[src/rtl/sprite_pkg.sv]
// Shared types for the sprite scheduler: descriptor layout and scheduler states.
package sprite_pkg;

  localparam int unsigned CANVAS_WIDTH_DEF  = 360;
  localparam int unsigned CANVAS_HEIGHT_DEF = 720;
  localparam int unsigned NUM_FRAMES_DEF    = 18;

  localparam int unsigned X_W    = $clog2(CANVAS_WIDTH_DEF);
  localparam int unsigned Y_W    = $clog2(CANVAS_HEIGHT_DEF);
  localparam int unsigned F_W    = $clog2(NUM_FRAMES_DEF);
  localparam int unsigned DESC_W = X_W + Y_W + F_W;

  typedef struct packed {
    logic [X_W-1:0] x;
    logic [Y_W-1:0] y;
    logic [F_W-1:0] frame;
  } sprite_desc_t;

  typedef enum logic {
    IDLE  = 1'b0,
    DRAIN = 1'b1
  } sched_state_t;

endpackage

[src/rtl/sprite_bank_ram.sv]
// Simple dual-port descriptor RAM, address {bank, index}, registered read (1-cycle latency).
module sprite_bank_ram #(
  parameter int unsigned DEPTH = 128,
  parameter int unsigned WIDTH = 24
) (
  input  logic                     clk,
  input  logic                     we,
  input  logic [$clog2(DEPTH)-1:0] waddr,
  input  logic [WIDTH-1:0]         wdata,
  input  logic                     re,
  input  logic [$clog2(DEPTH)-1:0] raddr,
  output logic [WIDTH-1:0]         rdata
);

  logic [WIDTH-1:0] mem [DEPTH];

  always_ff @(posedge clk) begin
    if (we) begin
      mem[waddr] <= wdata;
    end
    if (re) begin
      rdata <= mem[raddr];
    end
  end

endmodule

[src/rtl/sprite_scheduler.sv]
// Double-buffered sprite list: fills one bank while draining the other to the renderer.
module sprite_scheduler
  import sprite_pkg::*;
#(
  parameter int unsigned CANVAS_WIDTH  = 360,
  parameter int unsigned CANVAS_HEIGHT = 720,
  parameter int unsigned NUM_FRAMES    = 18,
  parameter int unsigned MAX_SPRITES   = 64
) (
  input  logic           clk_pixel,
  input  logic           rst_n_in,
  input  logic           new_frame,
  input  logic           in_valid,
  input  logic [X_W-1:0] in_x,
  input  logic [Y_W-1:0] in_y,
  input  logic [F_W-1:0] in_frame,
  output logic           out_valid,
  input  logic           out_ready,
  output logic [X_W-1:0] out_x,
  output logic [Y_W-1:0] out_y,
  output logic [F_W-1:0] out_frame,
  output logic           frame_done,
  output logic           late,
  output logic [7:0]     drop_count
);

  localparam int unsigned IDX_W = $clog2(MAX_SPRITES);
  localparam int unsigned CNT_W = $clog2(MAX_SPRITES + 1);
  localparam int unsigned AW    = IDX_W + 1;

  localparam logic [X_W:0]       X_LIM   = CANVAS_WIDTH[X_W:0];
  localparam logic [Y_W:0]       Y_LIM   = CANVAS_HEIGHT[Y_W:0];
  localparam logic [F_W:0]       F_LIM   = NUM_FRAMES[F_W:0];
  localparam logic [CNT_W-1:0]   CNT_MAX = MAX_SPRITES[CNT_W-1:0];

  sched_state_t     state_q, state_d;
  logic             wr_bank;
  logic             rd_bank;
  logic [CNT_W-1:0] cnt_q [2];
  logic [CNT_W-1:0] rd_count;
  logic [CNT_W-1:0] iss_idx;
  logic [CNT_W-1:0] dl_cnt;

  sprite_desc_t     in_desc;
  sprite_desc_t     ram_q;
  sprite_desc_t     out_q;
  sprite_desc_t     skid_q;
  logic             pend_q;
  logic             skid_valid;

  logic             in_ok;
  logic             wr_full;
  logic             wr_acc;
  logic             drop;
  logic             wr_tgt;
  logic [AW-1:0]    ram_waddr;
  logic [AW-1:0]    ram_raddr;

  logic             pop;
  logic             last_pop;
  logic             swap_has_data;
  logic [1:0]       occ;
  logic             rd_issue;
  logic             frame_done_d;
  logic             late_d;

  assign rd_bank = ~wr_bank;

  // ---------------------------------------------------------------- write path
  assign in_desc = '{x: in_x, y: in_y, frame: in_frame};
  assign in_ok   = ({1'b0, in_x} < X_LIM) && ({1'b0, in_y} < Y_LIM) &&
                   ({1'b0, in_frame} < F_LIM);
  // A coinciding new_frame clears the target bank first, so it can never be full.
  assign wr_full = !new_frame && (cnt_q[wr_bank] >= CNT_MAX);
  assign wr_acc  = in_valid && in_ok && !wr_full;
  assign drop    = in_valid && !wr_acc;
  assign wr_tgt  = new_frame ? ~wr_bank : wr_bank;
  assign ram_waddr = new_frame ? {wr_tgt, {IDX_W{1'b0}}}
                               : {wr_tgt, cnt_q[wr_bank][IDX_W-1:0]};

  always_ff @(posedge clk_pixel or negedge rst_n_in) begin
    if (!rst_n_in) begin
      wr_bank    <= 1'b0;
      cnt_q[0]   <= '0;
      cnt_q[1]   <= '0;
      rd_count   <= '0;
      drop_count <= '0;
    end else begin
      if (new_frame) begin
        wr_bank         <= ~wr_bank;
        rd_count        <= cnt_q[wr_bank];
        cnt_q[~wr_bank] <= CNT_W'(wr_acc);
      end else if (wr_acc) begin
        cnt_q[wr_bank] <= cnt_q[wr_bank] + 1'b1;
      end
      if (drop && (drop_count != 8'hFF)) begin
        drop_count <= drop_count + 8'd1;
      end
    end
  end

  sprite_bank_ram #(
    .DEPTH (2 * MAX_SPRITES),
    .WIDTH (DESC_W)
  ) u_ram (
    .clk   (clk_pixel),
    .we    (wr_acc),
    .waddr (ram_waddr),
    .wdata (in_desc),
    .re    (rd_issue),
    .raddr (ram_raddr),
    .rdata (ram_q)
  );

  // ---------------------------------------------------------------- FSM
  assign swap_has_data = (cnt_q[wr_bank] != '0);
  assign pop           = out_valid && out_ready;
  assign last_pop      = (state_q == DRAIN) && pop && (dl_cnt == rd_count - 1'b1);
  // Entries held after this cycle's pop plus the read in flight; reads are
  // issued only while the output register and skid can absorb the result.
  assign occ = {1'b0, out_valid && !pop} + {1'b0, skid_valid} + {1'b0, pend_q};

  always_ff @(posedge clk_pixel or negedge rst_n_in) begin
    if (!rst_n_in) begin
      state_q <= IDLE;
    end else begin
      state_q <= state_d;
    end
  end

  always_comb begin
    state_d = state_q;
    if (new_frame) begin
      state_d = swap_has_data ? DRAIN : IDLE;
    end else if (last_pop) begin
      state_d = IDLE;
    end
  end

  always_comb begin
    rd_issue     = 1'b0;
    ram_raddr    = {rd_bank, iss_idx[IDX_W-1:0]};
    frame_done_d = 1'b0;
    late_d       = 1'b0;
    if (new_frame) begin
      // Prefetch entry 0 of the bank being handed over this very cycle.
      ram_raddr    = {wr_bank, {IDX_W{1'b0}}};
      rd_issue     = swap_has_data;
      late_d       = (state_q == DRAIN) && !last_pop;
      frame_done_d = last_pop || !swap_has_data;
    end else begin
      rd_issue     = (state_q == DRAIN) && (iss_idx < rd_count) && (occ < 2'd2);
      frame_done_d = last_pop;
    end
  end

  // ---------------------------------------------------------------- output stage
  always_ff @(posedge clk_pixel or negedge rst_n_in) begin
    if (!rst_n_in) begin
      iss_idx    <= '0;
      dl_cnt     <= '0;
      pend_q     <= 1'b0;
      out_valid  <= 1'b0;
      out_q      <= '0;
      skid_valid <= 1'b0;
      skid_q     <= '0;
      frame_done <= 1'b0;
      late       <= 1'b0;
    end else begin
      frame_done <= frame_done_d;
      late       <= late_d;
      pend_q     <= rd_issue;
      if (new_frame) begin
        iss_idx    <= CNT_W'(rd_issue);
        dl_cnt     <= '0;
        out_valid  <= 1'b0;
        skid_valid <= 1'b0;
      end else begin
        if (rd_issue) begin
          iss_idx <= iss_idx + 1'b1;
        end
        if (pop) begin
          dl_cnt <= dl_cnt + 1'b1;
        end
        if (pop || !out_valid) begin
          if (skid_valid) begin
            out_q      <= skid_q;
            out_valid  <= 1'b1;
            skid_valid <= pend_q;
            if (pend_q) begin
              skid_q <= ram_q;
            end
          end else begin
            out_valid <= pend_q;
            if (pend_q) begin
              out_q <= ram_q;
            end
          end
        end else if (pend_q) begin
          skid_valid <= 1'b1;
          skid_q     <= ram_q;
        end
      end
    end
  end

  assign out_x     = out_q.x;
  assign out_y     = out_q.y;
  assign out_frame = out_q.frame;

endmodule

[config.mk]
export PLATFORM = sky130hd
export DESIGN_NAME = sprite_scheduler
export DESIGN_NICKNAME = d
export VERILOG_FILES = /design/src/rtl/sprite_pkg.sv /design/src/rtl/sprite_bank_ram.sv /design/src/rtl/sprite_scheduler.sv
export SDC_FILE = /design/constraint.sdc
export NUM_CORES = 2
export LEC_CHECK = 0
export BUFFER_PORTS_ARGS = -buffer_cell sky130_fd_sc_hd__buf_2
export CORE_MARGIN = 5
export CORE_UTILIZATION = 40
export CTS_BUF_LIST = sky130_fd_sc_hd__clkbuf_16
export CTS_CLUSTER_DIAMETER = 40
export DETAILED_ROUTE_END_ITERATION = 10
export SLEW_MARGIN = 5
export SYNTH_ARGS = -nofsm -noshare
export SYNTH_HDL_FRONTEND = slang
export SYNTH_HIERARCHICAL = 1
export SYNTH_SLANG_ARGS = --single-unit
[constraint.sdc]
create_clock -name clk_pixel -period 4.6 [get_ports clk_pixel]
set_input_delay 0.23 -clock clk_pixel [delete_from_list [all_inputs] [get_ports clk_pixel]]
set_output_delay 0.23 -clock clk_pixel [all_outputs]
set_load 0.02 [all_outputs]
* Word level (Yosys, flattened, before mapping)
Memories as Yosys holds them, arrays and structs flattened. A register that Yosys moved wholly into a read port is not among the register bits. Index checks and enable logic that the tools add are counted.
Word-level totals: flip-flop bits (word level) 98, bits in latches 0, memory bits (writable) 3072, ROM bits 0, output and inout port bits 35, word-level logic and storage cells 117, memories kept 1
Memory list:
- u_ram.mem | depth 128, bits a word 24, rd ports 1, clocked after memory_dff 1, write ports 1, line sprite_bank_ram.sv:15 | logic [WIDTH-1:0] mem [DEPTH];
Operators by class: add/subtract/negate cells 7, multiply operators 0, div/mod/pow operators 0, $lt $le $gt $ge 10, equal/unequal tests 3, shift-type cells 0, muxes and demuxes 38, bitwise gates (word level) 4, reductions and logical operators 35
Operators by type and width (number):
- $mux 24 | 5
- $mux 7 | 10
- $bwmux 14 | 2
- $mux 14 | 2
- $add 7x1->7 const B | 3
- $logic_and 1x1->1 | 16
- $mux 1 | 16
- $demux 7 s1 | 2
- $reduce_bool 2->1 | 6
- $lt 10x10->1 const B | 1
- $lt 9x9->1 const B | 1
- $add 8x1->8 const B | 1
- $ne 8x8->1 const B | 1
- $eq 7x7->1 | 1
- $ge 7x7->1 const B | 1
- $logic_not 1->1 | 7
- $lt 7x7->1 | 1
- $reduce_bool 7->1 | 1
- $sub 7x1->7 const B | 1
- $mux 6 | 1
- $lt 5x5->1 const B | 1
- $ge 2x2->1 const B | 2
- $lt 2x1->1 const B | 2
- $not 1->2 | 2
- 9 further kinds | 11

* Logic depth before layout (Yosys ltp)
depth after elaboration 11, gate-level depth with buffers 12, gate-level depth less buffers 7

* By module
Netlist, hierarchy kept.
By module, submodules not included:
- sprite_bank_ram | instances 1, cells each 4538, area each 117621.6 um^2, sequential area each 92969.2 um^2
- sprite_scheduler | instances 1, cells each 489, area each 4937.2 um^2, sequential area each 2452.4 um^2

* Worst setup path before layout
No wires, ideal clock.
kind register to register, start register wr_bank, end memory u_ram.mem[78][0] (enable), setup time 0.435 ns, arrival 3.592 ns, setup slack 0.573 ns, cell stages (with the launch flop) 7, period minus slack after synthesis 4.027 ns, cell sequence dfrtp_1 buf_2 buf_1 xor2_1 nor2b_1 nand3_1 nor3_1
Between the ends: elaborated cells on any way between the ends 13, classes of those cells 1 x order compare; 7 x mux; 2 x bitwise; 3 x reduce/logical
RTL lines:
- from (decl) | line sprite_scheduler.sv:37 | logic wr_bank;
- from (signal assigned) | line sprite_scheduler.sv:90 | wr_bank <= ~wr_bank;
- $not 1->1 | line sprite_scheduler.sv:77 | assign wr_tgt = new_frame ? ~wr_bank : wr_bank;
- $mux 1 *
- net ram_waddr[6] | line sprite_scheduler.sv:56 | logic [AW-1:0] ram_waddr;
- to (decl) | line sprite_bank_ram.sv:15
The timed path passes the listed nets; every way through them passes the cells marked *. The select of a mux whose other input is x is not followed.

* Worst setup path in the final report
start register iss_idx[0], end register u_ram.rdata[17], read port of u_ram.mem (data pin)
Between the ends: elaborated cells on any way between the ends 5, classes of those cells 1 x order compare; 2 x mux; 2 x reduce/logical
RTL lines:
- from (decl) | line sprite_scheduler.sv:41 | logic [CNT_W-1:0] iss_idx;
- from (signal assigned) | line sprite_scheduler.sv:174 | iss_idx <= CNT_W'(rd_issue);
- from (signal assigned) | line sprite_scheduler.sv:180 | iss_idx <= iss_idx + 1'b1;
- $mux 7 | line sprite_scheduler.sv:145 | if (new_frame) begin
- net ram_raddr[0] | line sprite_scheduler.sv:57 | logic [AW-1:0] ram_raddr;
- to (decl) | line sprite_bank_ram.sv:12 | output logic [WIDTH-1:0] rdata
The timed path passes the listed nets, and every way through them passes these cells. A chain may end at the register's enable or synchronous reset.

==> impl_metrics.prom <==
# TYPE chip_impl_metric gauge
chip_impl_info{name="run_status",value="complete, no violations"} 1
chip_impl_metric{name="tritoncts.num_buffers",unit=""} 421
chip_impl_metric{name="slew_at_the_pin_with_the_worst_max_slew_slack",unit="ns"} 1.21
chip_impl_metric{name="grt_start_max_net_pins",unit=""} 97
chip_impl_metric{name="final_cell_area",unit="µm²"} 147000
chip_impl_metric{name="syn_to_final_growth",unit="%"} 20.0
chip_impl_metric{name="antenna_violating_nets_post_route",unit=""} 0
chip_impl_metric{name="power.share.switching",unit=""} 0.245
chip_impl_metric{name="timing.hold.worst_path_depth",unit=""} 1
chip_impl_metric{name="grt_first_pass_wirelength",unit="mm"} 462
chip_impl_metric{name="post_route_cells_drive_above_1_share",unit=""} 0.384
chip_impl_metric{name="p_int",unit="mW"} 58.0
chip_impl_metric{name="timing.final.setup_violations",unit=""} 0
chip_impl_metric{name="peakVddDrop",unit="µV"} 318
chip_impl_metric{name="pwr-share-clk",unit=""} 0.438
chip_impl_metric{name="track_usage",unit=""} 0.206
chip_impl_metric{name="syn-cell-area",unit="µm²"} 123000
chip_impl_metric{name="floorplan.core_area",unit="µm²"} 306000
chip_impl_metric{name="number_of_synthesized_flops_with_an_enable_pin",unit=""} 3096
chip_impl_metric{name="postSynthAreaPerCell",unit="µm²"} 24.4
chip_impl_metric{name="netSwitchingPower",unit="mW"} 18.9
chip_impl_info{name="crit_path_end_kind",value="register"} 1
chip_impl_metric{name="starting_drc_count_in_detailed_routing",unit=""} 7398
chip_impl_metric{name="initial_core_util",unit=""} 0.401
chip_impl_metric{name="final_min_period_over_clock_period",unit=""} 0.887
chip_impl_metric{name="synth_seq_cells",unit=""} 3194
chip_impl_metric{name="power.share.combinational",unit=""} 0.134
chip_impl_metric{name="drt_pass1_iterations",unit=""} 5
chip_impl_metric{name="max_slew_violations",unit=""} 0
chip_impl_metric{name="cts.sink_count",unit=""} 3194
chip_impl_metric{name="placed_area",unit="µm²"} 132000
chip_impl_metric{name="chipWidth",unit="µm"} 564
chip_impl_metric{name="slew-limit-headroom",unit=""} 0.191
chip_impl_info{name="most_used_flip_flop_cell_after_synthesis",value="sky130_fd_sc_hd__edfxtp_1"} 1
chip_impl_info{name="cp-start-kind",value="register"} 1
chip_impl_metric{name="worst_skew_pair.late_latency",unit="ns"} 0.91
chip_impl_info{name="tritoncts",value="built"} 1
chip_impl_metric{name="fin_setup_tns",unit="ns"} 0
chip_impl_metric{name="post_synth_inst_count",unit=""} 5027
chip_impl_metric{name="nNetsFinal",unit=""} 5618
chip_impl_metric{name="post_cts.repair.setup_buffers",unit=""} 0
chip_impl_metric{name="fp.dieArea",unit="µm²"} 318000
chip_impl_info{name="rsz_0062_raised_after_global_routing",value="false"} 1
chip_impl_metric{name="filler_cell_count",unit=""} 24100
chip_impl_metric{name="async_flop_share",unit=""} 0.0307
chip_impl_metric{name="crit_fanout",unit=""} 46
chip_impl_metric{name="io_pins",unit=""} 64
chip_impl_metric{name="clk_pin_slew_worst_paths",unit="ns"} 0.06
chip_impl_info{name="worst-setup-path-type",value="register to register"} 1
chip_impl_metric{name="drcViolationCount",unit=""} 0
chip_impl_metric{name="ys_warn_count",unit=""} 6
chip_impl_metric{name="gpl.final_weighted_congestion",unit=""} 0.837
chip_impl_metric{name="worstPathRequired",unit="ns"} 5.22
chip_impl_metric{name="crit_arrival",unit="ns"} 4.70
chip_impl_metric{name="initial_antenna_violation_count",unit=""} 40
chip_impl_metric{name="avgViaCountPerCell",unit=""} 5.80
chip_impl_metric{name="die_h",unit="µm"} 564
chip_impl_metric{name="routedWlPerCell",unit="µm"} 32.8
chip_impl_metric{name="finalClockSkew",unit="ns"} 0.0505
chip_impl_metric{name="maxClockFrequency",unit="MHz"} 245
chip_impl_metric{name="finalWorstPathRequiredPeriod",unit="ns"} 4.08
chip_impl_metric{name="yosysSeqAreaShare",unit=""} 0.779
chip_impl_metric{name="htree_levels",unit=""} 5
chip_impl_metric{name="synth_cell_type_count",unit=""} 51
chip_impl_metric{name="route.vias.total",unit=""} 58200
chip_impl_metric{name="finalWirelength",unit="mm"} 329
chip_impl_metric{name="cts_max_path_buffers",unit=""} 4
chip_impl_metric{name="timing.final.hold_violations",unit=""} 0
chip_impl_metric{name="seq_power_share",unit=""} 0.428
chip_impl_metric{name="power_density",unit="nW/µm²"} 523
chip_impl_metric{name="port-buffer-count",unit=""} 63
chip_impl_metric{name="reg2regPathDepth",unit=""} 9
chip_impl_info{name="root_buffer",value="sky130_fd_sc_hd__clkbuf_16"} 1
chip_impl_metric{name="max_cap_violations",unit=""} 0
chip_impl_metric{name="synth_nets",unit=""} 5069
chip_impl_metric{name="total_leakage_power",unit="nW"} 45.1
chip_impl_metric{name="first_global_vias",unit=""} 58800
chip_impl_metric{name="num_rows",unit=""} 203
chip_impl_info{name="worst_hold_class",value="primary input to register"} 1
chip_impl_metric{name="globalRouteOverflowTotal",unit=""} 0
chip_impl_metric{name="dp_hpwl",unit="mm"} 184
[cells in the mapped netlist (2+ instances only)]
cell                       instances  area (µm²)
sky130_fd_sc_hd__dfrtp_1          98        2450
sky130_fd_sc_hd__mux4_2         1008       22700
sky130_fd_sc_hd__mux2i_1          31         310
sky130_fd_sc_hd__or3_1             5        31.3
sky130_fd_sc_hd__nand2b_1          3        18.8
sky130_fd_sc_hd__buf_2            65         325
sky130_fd_sc_hd__o211a_1           2        20.0
sky130_fd_sc_hd__nand3_1          32         160
sky130_fd_sc_hd__and3_1            4        25.0
sky130_fd_sc_hd__o31ai_1           2        15.0
sky130_fd_sc_hd__edfxtp_1       3096       93000
sky130_fd_sc_hd__nor3_1           23         115
sky130_fd_sc_hd__o211ai_1          3        22.5
sky130_fd_sc_hd__clkbuf_1        166         623
sky130_fd_sc_hd__nor2b_1          18         113
sky130_fd_sc_hd__nor4b_1           3        26.3
sky130_fd_sc_hd__nor2_1          191         717
sky130_fd_sc_hd__mux2_2           52         586
sky130_fd_sc_hd__buf_1            32         120
sky130_fd_sc_hd__xor2_1           14         123
sky130_fd_sc_hd__a22oi_1           2        15.0
sky130_fd_sc_hd__a211oi_1          2        15.0
sky130_fd_sc_hd__inv_1            15        56.3
sky130_fd_sc_hd__o21ai_0          23         115
sky130_fd_sc_hd__o21a_1            2        15.0
sky130_fd_sc_hd__nand3b_1          2        15.0
sky130_fd_sc_hd__a21oi_1          43         215
sky130_fd_sc_hd__xnor2_1          10        87.6
sky130_fd_sc_hd__nand2_1          38         143
sky130_fd_sc_hd__nand4_1           9        56.3
sky130_fd_sc_hd__ha_1             13         163
[cells in the final DEF (no fill, tap or decap), drive strengths merged, types with 3 or more instances in the layout]
| master | synthesis | routed |
|---|---|---|
| xor2 | 14 | 14 |
| ha | 13 | 13 |
| o21ai | 24 | 24 |
| nor4b | 3 | 3 |
| nor2b | 19 | 19 |
| mux2i | 31 | 31 |
| nand2 | 38 | 38 |
| clkinvlp | 0 | 55 |
| inv | 15 | 97 |
| or3 | 5 | 5 |
| nand2b | 3 | 3 |
| a21oi | 43 | 43 |
| o211ai | 3 | 3 |
| dfrtp | 98 | 98 |
| nand3 | 32 | 32 |
| nor2 | 191 | 191 |
| clkbuf | 166 | 425 |
| mux4 | 1008 | 1008 |
| dlygate4sd3 | 0 | 20 |
| and3 | 4 | 4 |
| nand4 | 9 | 9 |
| xnor2 | 10 | 10 |
| diode | 0 | 10 |
| buf | 98 | 370 |
| bufinv | 0 | 71 |
| nor3 | 23 | 23 |
| edfxtp | 3096 | 3096 |
| mux2 | 53 | 53 |
| clkinv | 0 | 145 |
[critical path, stage by stage, from the launching register on]
cell and delay [ns]:
sky130_fd_sc_hd__dfrtp_1 0.43, sky130_fd_sc_hd__inv_1 0.12, sky130_fd_sc_hd__nor2_4 0.21, sky130_fd_sc_hd__buf_12 0.22
sky130_fd_sc_hd__buf_12 0.33, sky130_fd_sc_hd__buf_4 0.30, sky130_fd_sc_hd__mux4_2 0.52, sky130_fd_sc_hd__mux4_2 0.58
sky130_fd_sc_hd__mux4_2 0.64, sky130_fd_sc_hd__mux2_2 0.31
[flip-flops by register name, indices dropped and copies added (netlist names), 5 cells and up]
signal,flops
cnt_q,14
rd_count,7
u_ram/mem,3072
iss_idx,7
u_ram/rdata,24
out_frame,5
dl_cnt,7
out_x,9
out_y,10
drop_count,8
skid_q,24
[cell type report]
cell class / instances / area [µm²] / share of cell area
multi-input combinational: 1554 / 27000 / 0.184
inverter: 15 / 56.3 / 0.000383
antenna: 10 / 25.0 / 0.000170
clock buffer: 425 / 10600 / 0.0723
timing repair buffer: 390 / 4690 / 0.0319
sequential: 3194 / 95400 / 0.649
clock inverter: 353 / 4040 / 0.0275
tap: 4100 / 5130 / 0.0349
[timing repair]
item | CTS | global route
hold buffers | 21 | 0
hold endpoints to repair | 647 | 0
gates resized for setup | 0 | 0
[worst paths after layout]
kind | from | endpoint | slack [ns]
setup / recovery | iss_idx[0]$_DFFE_PN0P_ | u_ram/rdata[17]$_DFFE_PP_ | 0.52
setup reg to reg | iss_idx[0]$_DFFE_PN0P_ | u_ram/rdata[17]$_DFFE_PP_ | 0.52
max in group asynchronous | rst_n_in | out_y[6]$_DFFE_PN0P_ | 3.59
hold reg to reg | drop_count[7]$_DFFE_PN0P_ | drop_count[7]$_DFFE_PN0P_ | 0.49
hold / removal | in_y[3] | u_ram/mem[38][8]$_DFFE_PP_ | 0.03
min in group asynchronous | rst_n_in | drop_count[0]$_DFFE_PN0P_ | 0.54
[routing by layer]
layer	wire [µm]	GRT usage	vias to the layer above
met2	159000	0.330	2650
met4	9100	0.0590	4
met3	28300	0.0394	469
met5	23	0	-
li1	-	-	22900
met1	132000	0.290	32200
[per-stage QoR]
stage	worst slack [ns]	cells	power [mW]	util	hold WS, ns
after global routing	0.407	10000	79.3	0.481	0.0282
after floorplan	0.573	5027	39.6	-	-0.0656
after global placement	0.477	9232	43.8	0.432	0.365
after detailed placement	0.515	9232	43.9	0.432	0.388
after CTS	0.477	10000	77.5	0.481	0.00329
final	0.520	10000	76.9	0.481	0.0313
[cell families after synthesis]
logic type / count (synthesis) / share of synthesized area
XOR/XNOR: 24 / 0.00172
AO/OA/AOI/OAI: 91 / 0.00437
adder cells (fa/ha/maj): 13 / 0.00133
flip-flops: 3194 / 0.779
AND/OR/NAND/NOR: 334 / 0.0121
multiplexers: 1092 / 0.193
buffers and inverters: 279 / 0.00927
[power by group through the flow]
stage                     clock network (mW)  logic (mW)  registers [mW]
final                                   33.7        10.3            32.9
after global routing                    35.5        10.8            32.9
after CTS                               34.2        10.4            32.9
after detailed placement                   0        10.4            33.5
after global placement                     0        10.3            33.5
after floorplan                            0        6.15            33.4
Power figures use the tool's default switching activity.
